--- src/rtl/melody_sequencer.sv ---
// Programmable square-wave tone sequencer: writable note-period table, per-step
// beat durations, runtime tempo, loop mode, start/stop control and status.
module melody_sequencer #(
  parameter int ADDR_W  = 5,
  parameter int NOTE_W  = 4,
  parameter int BEAT_W  = 4,
  parameter int HP_W    = 24,
  parameter int TEMPO_W = 24
) (
  input  logic               clk,
  input  logic               rst_n,
  input  logic               start,
  input  logic               stop,
  input  logic               loop_en,
  input  logic [ADDR_W:0]    len,
  input  logic [TEMPO_W-1:0] tempo,
  input  logic               seq_we,
  input  logic [ADDR_W-1:0]  seq_addr,
  input  logic [NOTE_W-1:0]  seq_note,
  input  logic [BEAT_W-1:0]  seq_beats,
  input  logic               tbl_we,
  input  logic [NOTE_W-1:0]  tbl_idx,
  input  logic [HP_W-1:0]    tbl_hp,
  output logic               speaker_out,
  output logic               busy,
  output logic [ADDR_W-1:0]  step_idx,
  output logic               done
);

  typedef enum logic [1:0] {S_IDLE, S_LOAD, S_PLAY, S_DONE} state_t;

  state_t              r_state;
  logic [NOTE_W-1:0]   r_mem_note  [0:2**ADDR_W-1];
  logic [BEAT_W-1:0]   r_mem_beats [0:2**ADDR_W-1];
  logic [HP_W-1:0]     r_tbl       [0:2**NOTE_W-1];
  logic [HP_W-1:0]     r_hp, r_phase;
  logic [TEMPO_W-1:0]  r_tempo, r_tick;
  logic [BEAT_W-1:0]   r_beats, r_beat;
  logic [ADDR_W-1:0]   r_step;
  logic                r_spk, r_busy, r_done;

  logic [NOTE_W-1:0]   w_note;
  logic [BEAT_W-1:0]   w_beats_raw;
  logic [HP_W-1:0]     w_hp;
  logic                w_tick_end, w_step_end, w_last;

  assign w_note      = r_mem_note[r_step];
  assign w_beats_raw = r_mem_beats[r_step];
  assign w_hp        = (w_note == '0) ? '0 : r_tbl[w_note];
  assign w_tick_end  = (r_tick == r_tempo - 1'b1);
  assign w_step_end  = w_tick_end && (r_beat == r_beats - 1'b1);
  // len is sampled live, so a shrinking len ends the run at this step.
  assign w_last      = ((ADDR_W+1)'(r_step) + (ADDR_W+1)'(1)) >= len;

  // Sequence memory is deliberately left unreset.
  always_ff @(posedge clk) begin
    if (seq_we) begin
      r_mem_note[seq_addr]  <= seq_note;
      r_mem_beats[seq_addr] <= seq_beats;
    end
  end

  always_ff @(posedge clk or negedge rst_n) begin
    if (!rst_n) begin
      for (int i = 0; i < 2**NOTE_W; i++) r_tbl[i] <= '0;
    end else if (tbl_we && tbl_idx != '0) begin
      r_tbl[tbl_idx] <= tbl_hp;
    end
  end

  always_ff @(posedge clk or negedge rst_n) begin
    if (!rst_n) begin
      r_state <= S_IDLE;
      r_hp    <= '0;
      r_phase <= '0;
      r_tempo <= TEMPO_W'(1);
      r_tick  <= '0;
      r_beats <= BEAT_W'(1);
      r_beat  <= '0;
      r_step  <= '0;
      r_spk   <= 1'b0;
      r_busy  <= 1'b0;
      r_done  <= 1'b0;
    end else begin
      r_done <= 1'b0;
      if (stop && r_state != S_IDLE) begin
        r_state <= S_IDLE;
        r_spk   <= 1'b0;
        r_busy  <= 1'b0;
      end else begin
        case (r_state)
          S_IDLE: if (start && len != '0) begin
            r_state <= S_LOAD;
            r_step  <= '0;
            r_busy  <= 1'b1;
          end
          S_LOAD: begin
            r_hp    <= w_hp;
            r_beats <= (w_beats_raw == '0) ? BEAT_W'(1) : w_beats_raw;
            r_tempo <= (tempo == '0) ? TEMPO_W'(1) : tempo;
            r_phase <= '0;
            r_tick  <= '0;
            r_beat  <= '0;
            r_spk   <= 1'b0;
            r_state <= S_PLAY;
          end
          S_PLAY: begin
            if (r_hp != '0) begin
              if (r_phase == r_hp - 1'b1) begin
                r_phase <= '0;
                r_spk   <= ~r_spk;
              end else begin
                r_phase <= r_phase + 1'b1;
              end
            end
            if (w_tick_end) begin
              r_tick <= '0;
              r_beat <= r_beat + 1'b1;
            end else begin
              r_tick <= r_tick + 1'b1;
            end
            // End of step overrides any toggle above: LOAD and DONE are silent.
            if (w_step_end) begin
              r_spk <= 1'b0;
              if (!w_last) begin
                r_step  <= r_step + 1'b1;
                r_state <= S_LOAD;
              end else if (loop_en) begin
                r_step  <= '0;
                r_state <= S_LOAD;
              end else begin
                r_state <= S_DONE;
                r_busy  <= 1'b0;
                r_done  <= 1'b1;
              end
            end
          end
          S_DONE: r_state <= S_IDLE;
          default: r_state <= S_IDLE;
        endcase
      end
    end
  end

  assign speaker_out = r_spk;
  assign busy        = r_busy;
  assign step_idx    = r_step;
  assign done        = r_done;

endmodule

--- config.mk ---
export PLATFORM = sky130hd
export DESIGN_NAME = melody_sequencer
export DESIGN_NICKNAME = d
export VERILOG_FILES = /design/src/rtl/melody_sequencer.sv
export SDC_FILE = /design/constraint.sdc
export NUM_CORES = 1
export LEC_CHECK = 0
export BUFFER_PORTS_ARGS = -buffer_cell sky130_fd_sc_hd__buf_2
export CORE_MARGIN = 3
export CORE_UTILIZATION = 42
export CTS_CLUSTER_SIZE = 10
export DETAILED_ROUTE_END_ITERATION = 12
export GPL_TIMING_DRIVEN = 0
export HOLD_SLACK_MARGIN = 0.05
export SYNTH_ARGS = -nofsm -noshare
export SYNTH_HDL_FRONTEND = slang
export SYNTH_SLANG_ARGS = --single-unit
--- constraint.sdc ---
create_clock -name clk -period 5.75 [get_ports clk]
set_clock_uncertainty 0.1 [all_clocks]
set_input_delay 0.575 -clock clk [delete_from_list [all_inputs] [get_ports clk]]
set_output_delay 0.575 -clock clk [all_outputs]
set_load 0.02 [all_outputs]
-- Word level (Yosys, flattened, before mapping)
Memories as Yosys holds them, arrays and structs flattened.
Index checks and enable logic that the tools add are counted.
- memories: 2
- memory bits (writable): 256
- register bits: 498
- logic and storage cells: 132
- input bits: 78
- memories (memory ; depth ; bits a word ; read ports ; clocked after Yosys merged registers in ; write ports ; RTL line ; RTL):
    r_mem_beats ; 32 ; 4 ; 1 ; 0 ; 1 ; 34 ; logic [BEAT_W-1:0] r_mem_beats [0:2**ADDR_W-1];
    r_mem_note ; 32 ; 4 ; 1 ; 0 ; 1 ; 33 ; logic [NOTE_W-1:0] r_mem_note [0:2**ADDR_W-1];
- equal/unequal tests: 17
- bitwise gates (word level): 4
- reductions and logical operators: 25
- magnitude comparators: 4
- multiplexer cells: 45
- add/sub/neg operators: 8
- operators by type and width (operator ; number):
    384-bit bitwise mux ; 1
    24-bit two-way mux ; 8
    24-bit binary-select mux with 4-bit select ; 1
    24-bit demux with 4-bit select ; 1
    24-bit case mux with 2 select lines ; 2
    24-bit by 1-bit adder with 24-bit output (second input constant) ; 2
    24-bit == test ; 2
    24-bit by 1-bit subtractor with 24-bit output (second input constant) ; 2
    24-bit logical NOT ; 1
    24-bit nonzero test ; 1
    5-bit two-way mux ; 4
    1-bit two-way mux ; 16
    3-bit inequality test (second input constant) ; 5
    5-bit >= comparator (second input constant) ; 2
    2-bit two-way mux ; 5
    4-bit inverter with 5-bit output ; 2
    5-bit case mux with 2 select lines ; 1
    5-bit AND reduction ; 2
    3-bit AND reduction ; 3
    4-bit logical NOT ; 2
    4-bit two-way mux ; 2
    2-bit inequality test (second input constant) ; 4
    4-bit inequality test (second input constant) ; 2
    2-bit case mux with 4 select lines ; 1
    19 further kinds ; 31

-- Longest topological paths before layout
- depth in word-level cells: 7
- mapped depth: 16
- mapped depth without buffers: 11

-- Worst setup path before layout
Ideal clock, no wire load.
- path type: register to register
- from: register r_step[0], in the netlist step_idx[0]
- to: register r_step[0], in the netlist step_idx[0]
- setup slack: 1.610 ns
- library setup time: 0.125 ns
- arrival: 3.915 ns
- period minus slack after synthesis: 4.140 ns
- buffers on the path: 7
- stages on the path, launching flop included: 17
- cell sequence: dfrtp_1 -> buf_2 -> buf_4 -> buf_4 -> buf_2 -> buf_2 -> buf_2 -> buf_2 -> nand2_1 -> xnor2_1 -> ha_1 -> a21o_1 -> a21o_1 -> a21oi_1 -> or3_1 -> a31oi_1 -> mux2_2
- longest elaborated chain between the ends: 5
- elaborated cells on any way between the ends: 8
- classes of those cells: add/sub (2); order compare (1); eq/ne (1); mux (3); reduce/logical (1)
- ends and longest elaborated chain (element ; RTL line ; RTL):
    start, declared ; 39 ; logic [ADDR_W-1:0] r_step;
    start signal, assigned ; 126 ; r_step <= r_step + 1'b1;
    5-bit by 1-bit adder with 6-bit output ; 53 ; assign w_last = ((ADDR_W+1)'(r_step) + (ADDR_W+1)'(1)) >= len;
    6-bit >= comparator ; 53 ;
    5-bit two-way mux ; 125 ; if (!w_last) begin
    5-bit two-way mux ; 123 ; if (w_step_end) begin
    5-bit case mux with 2 select lines ; 91 ; case (r_state)
Parallel ways exist; a longest one is shown, timed or not. The select of a mux whose other input is x is not followed.
A chain may end at the register's enable or synchronous reset.

-- Final worst setup path
- from: register r_step[1], in the netlist step_idx[1]
- to: register r_hp[5]
- longest elaborated chain between the ends: 6
- elaborated cells on any way between the ends: 7
- classes of those cells: mux (4); bitwise (1); reduce/logical (1); memory (1)
- ends and longest elaborated chain (element ; RTL line ; RTL):
    memory read 32 x 4 bit (*) ; - ;
    4-bit inverter with 5-bit output (not written as such) ; 49 ; assign w_hp = (w_note == '0) ? '0 : r_tbl[w_note];
    24-bit binary-select mux with 4-bit select ; 49 ;
    24-bit two-way mux (not written as such) (2 in series) ; 49 ;
    24-bit two-way mux (*) ; 49 ;
    end signal, assigned ; 98 ; r_hp <= w_hp;
    end, declared ; 36 ; logic [HP_W-1:0] r_hp, r_phase;
Every way passes the cells marked *; elsewhere a longest branch is shown, timed or not. The select of a mux whose other input is x is not followed.

==> summary.md <==
| Metric | Value |
|---|---|
| IO Port Bufs | 85 |
| Unrepaired setup endpoints after global routing | false |
| Worst setup startpoint | step_idx[1] |
| Share of synthesized registers carrying an async set or reset | 0.649 |
| Area of the core | 0.0791 mm² |
| Number of distinct library cells after synthesis | 79 |
| # fillers | 6962 |
| Final layout net count | 2876 |
| Reg2Reg Setup Slack | 0.27 ns |
| GRT Util Overall | 0.231 |
| Fraction of power consumed by combinational cells | 0.190 |
| Element type at the critical path end | flop |
| Global-route wire length before repair | 144 mm |
| Cell area after technology mapping | 0.0336 mm² |
| Antenna violations before repair | 10 |
| Worst EP arrival | 5.84 ns |
| Instance count of the mapped netlist | 2583 |
| Number of warnings printed during yosys synthesis | 0 |
| Sinks on Clock Net | 730 |
| Top layer used by detailed routing | met5 |
| Seq pwr share | 0.468 |
| Kind of critical path | reg2reg |
| Clock insertion delay at the later pin of the skew report | 0.64 ns |
| Launch instance of the worst register-to-register path | step_idx[1] |
| DR vias | 22436 |
| DRT met1 WL | 42.5 mm |
| Static leakage | 14.9 nW |
| Most area-consuming cells after synthesis | sky130_fd_sc_hd__dfrtp_1 35%, sky130_fd_sc_hd__edfxtp_1 23%, sky130_fd_sc_hd__mux2_2 13% |
| I/O pin count | 86 |
| Hold Crit Depth | 3 |
| Setup slack at placement | -0.0812 ns |
| Seq cells post-synth | 730 |
| Mean Syn Cell Area | 13.0 µm² |
| Final setup violation count | 0 |
| Final number of hold-violating endpoints | 0 |
| Number of maximum-capacitance constraint violations | 0 |
| Layout cells sized above 1 | 0.256 |
| Hold slack final | 0.0665 ns |
| Number of nets still failing antenna checks after routing | 0 |
| Mapped Nets | 2677 |
| Avg WL per Cell | 24.8 µm |
| Top fanout value on the critical path | 10 |
| Post-route standard cell area excluding fillers | 0.0383 mm² |
| Top FF cell, synth | sky130_fd_sc_hd__dfrtp_1 |
| Clock network power share | 0.343 |
| Setup total negative slack | 0 ns |
| Sequential-to-total area share from yosys stat | 0.581 |
| Pre-Repair DR Iteration Count | 5 |
| Overall routed net length | 96.1 mm |
| Fraction of post-synthesis cell area in the top cell type by area | 0.351 |
| Worst setup margin | 0.265 ns |
| Gpl congestion | 0.855 |
| Clk slew on worst S/H paths | 0.06 ns |
| Switching power summed over all nets | 4.22 mW |
| Clk buf depth | 3 |
| Worst voltage drop across the vdd grid | 0.218 mV |
| Post-route DRC violation count | 0 |
| Switching power as a share of total power | 0.290 |
| Slew HR | 0.160 |
| Growth of design area from synthesis to finish | 13.8% |
| TritonCTS Buffers | 86 |
| Slew at the pin closest to its max-slew limit | 1.25 ns |
| Int Power | 10.3 mW |
| CP Launch Type | flop |
| Die span in x | 289 µm |
| Master cell of the clock root buffer | sky130_fd_sc_hd__clkbuf_16 |
| Min cycle time layout | 5.48 ns |
| Number of enable flip-flop cells after synthesis | 256 |
| Die height | 289 µm |
| Hold Path End | r_tempo[12] |
| Post-detailed-placement half-perimeter wirelength | 65.8 mm |
| Hold Crit Start | tempo[12] |
| Total power divided by cell area | 379 mW/mm² |
| Data required, critical path | 6.11 ns |
| Via count of the first global-routing pass | 23044 |
| Met3 wire len | 6.68 mm |
| Met2 layer wire length in the routed design | 44.7 mm |
| Cell taking the most area after synthesis | sky130_fd_sc_hd__dfrtp_1 |
| Rows | 103 |
| Remaining global-route overflow | 0 |
| Number of pins exceeding their max-slew limit in the final report | 0 |
| Worst hold path type | in2reg |
| Die area | 0.0835 mm² |
| Largest net degree at the start of global routing | 128 |
| Final worst path period share | 0.954 |
| Starting Density | 0.425 |
| Placed standard-cell area | 0.0355 mm² |
| Register-to-Register Path Depth | 12 |
| Number of vias per cell after detailed routing | 5.78 |
| Highest-count cells in the layout ignoring fill and taps | 472 x sky130_fd_sc_hd__dfrtp_1, 396 x sky130_fd_sc_hd__mux2_2, 264 x sky130_fd_sc_hd__nand2_1, 256 x sky130_fd_sc_hd__edfxtp_1, 159 x sky130_fd_sc_hd__nor2_1 |
| Outcome | completed |
| Deepest level of the CTS H-tree | 3 |
| FF-to-FF End | r_hp[5] |
| Iteration-0 DRC Markers | 1990 |
| Clock tree from TritonCTS | done |
| Commonest non-fill, non-tap cell in the layout | sky130_fd_sc_hd__dfrtp_1 |
| Max Fclk | 0.182 GHz |
synth_stat cells (12+ instances only):
master and number:
sky130_fd_sc_hd__buf_2 24, sky130_fd_sc_hd__nor2b_1 21, sky130_fd_sc_hd__dfrtp_1 472, sky130_fd_sc_hd__nor4_1 23, sky130_fd_sc_hd__clkbuf_1 115, sky130_fd_sc_hd__a211oi_1 19, sky130_fd_sc_hd__mux4_2 63, sky130_fd_sc_hd__o221ai_1 12
sky130_fd_sc_hd__mux2i_1 92, sky130_fd_sc_hd__a21oi_1 41, sky130_fd_sc_hd__and3_1 17, sky130_fd_sc_hd__a32oi_1 20, sky130_fd_sc_hd__nand3_1 59, sky130_fd_sc_hd__edfxtp_1 256, sky130_fd_sc_hd__nor3_1 26, sky130_fd_sc_hd__ha_1 16
sky130_fd_sc_hd__nor2_1 159, sky130_fd_sc_hd__a221o_1 22, sky130_fd_sc_hd__xnor2_1 61, sky130_fd_sc_hd__mux2_2 396, sky130_fd_sc_hd__a22oi_1 13, sky130_fd_sc_hd__o21ai_0 76, sky130_fd_sc_hd__nand4_1 14, sky130_fd_sc_hd__or3_1 12
sky130_fd_sc_hd__inv_1 35, sky130_fd_sc_hd__o31ai_1 15, sky130_fd_sc_hd__nand2_1 264, sky130_fd_sc_hd__a31oi_1 19, sky130_fd_sc_hd__xor2_1 41
critical path, stage by stage, from the launching register on:
cell and delay, ns:
sky130_fd_sc_hd__dfrtp_1 0.52, sky130_fd_sc_hd__clkbuf_1 0.48, sky130_fd_sc_hd__nand2_1 0.50, sky130_fd_sc_hd__o221ai_1 0.44
sky130_fd_sc_hd__o221ai_1 0.38, sky130_fd_sc_hd__a211oi_4 0.53, sky130_fd_sc_hd__buf_2 0.42, sky130_fd_sc_hd__buf_2 0.45
sky130_fd_sc_hd__buf_2 0.44, sky130_fd_sc_hd__nor2_1 0.09, sky130_fd_sc_hd__a311oi_1 0.22, sky130_fd_sc_hd__a31oi_1 0.14
sky130_fd_sc_hd__a221oi_1 0.56
through the flow:
stage / cells / utilization / power, mW
final: 3881 / 0.484 / 14.5
after global routing: 3877 / 0.484 / 15.2
after CTS: 3875 / 0.484 / 14.6
after detailed placement: 3722 / 0.449 / 9.61
after global placement: 3718 / 0.447 / 9.46
after floorplan: 2583 / - / 8.65
cell families (layout without fill, tap and decap cells):
logic type,count (synthesis),after routing,share of synthesized area
buffers and inverters,198,440,0.0247
xor gates and xnor gates,102,102,0.0265
muxes,551,551,0.202
adders and majority gates,16,16,0.00595
AOI/OAI and AO/OA,308,308,0.0643
and+or+nand+nor,678,678,0.0955
DFF,730,730,0.581
other,0,6,0
timing repair:
action                                 CTS  global route
hold buffers                            22             0
endpoints found under the hold margin   66             0
resized for setup                        1             1
setup endpoints to repair                3             3
setup buffers                            0             0
registers in the layout, indices dropped and copies added (netlist names):
name / cells
r_phase: 24
r_hp: 24
r_state: 2
r_tick: 24
r_mem_note: 128
r_tempo: 24
r_beats: 4
speaker_out: 1
r_beat: 4
r_mem_beats: 128
r_tbl: 360
busy: 1
step_idx: 5
done: 1
worst max-delay path by stage:
stage	slack, ns	to	cells past startpoint
CTS	0.20	r_hp[5]	12
detailed placement	-0.08	r_hp[5]	12
global placement	-5.34	step_idx[0]	1
global route	0.01	r_hp[5]	12
floorplan	1.61	step_idx[0]	16
finish	0.27	r_hp[5]	12
cell type report:
type	instances	area, µm²	area share
multi-input cells	1655	13300	0.347
well taps	1050	1310	0.0343
flip-flops and latches	730	19600	0.511
clock inverters	9	163	0.00425
clock buffers	122	2370	0.0618
plain buffers	161	691	0.0180
inverters	37	139	0.00363
repair buffers	111	766	0.0200
diodes	6	15.0	0.000392
power by group through the flow:
stage                     Combinational (mW)  Sequential, mW  Clock, mW
final                                   2.76            6.79       4.98
after detailed placement                2.74            6.87          0
after CTS                               2.77            6.78       5.06
after floorplan                         1.99            6.66          0
after global routing                    3.05            6.88       5.28
after global placement                  2.64            6.82          0
routing by layer:
layer  up-vias  GRT usage
li1       9913          -
met1     11623      0.326
met2       727      0.364
met3       167     0.0444
met4         6     0.0677
met5         -          0
No activity file was read; power rests on OpenSTA's default activity.
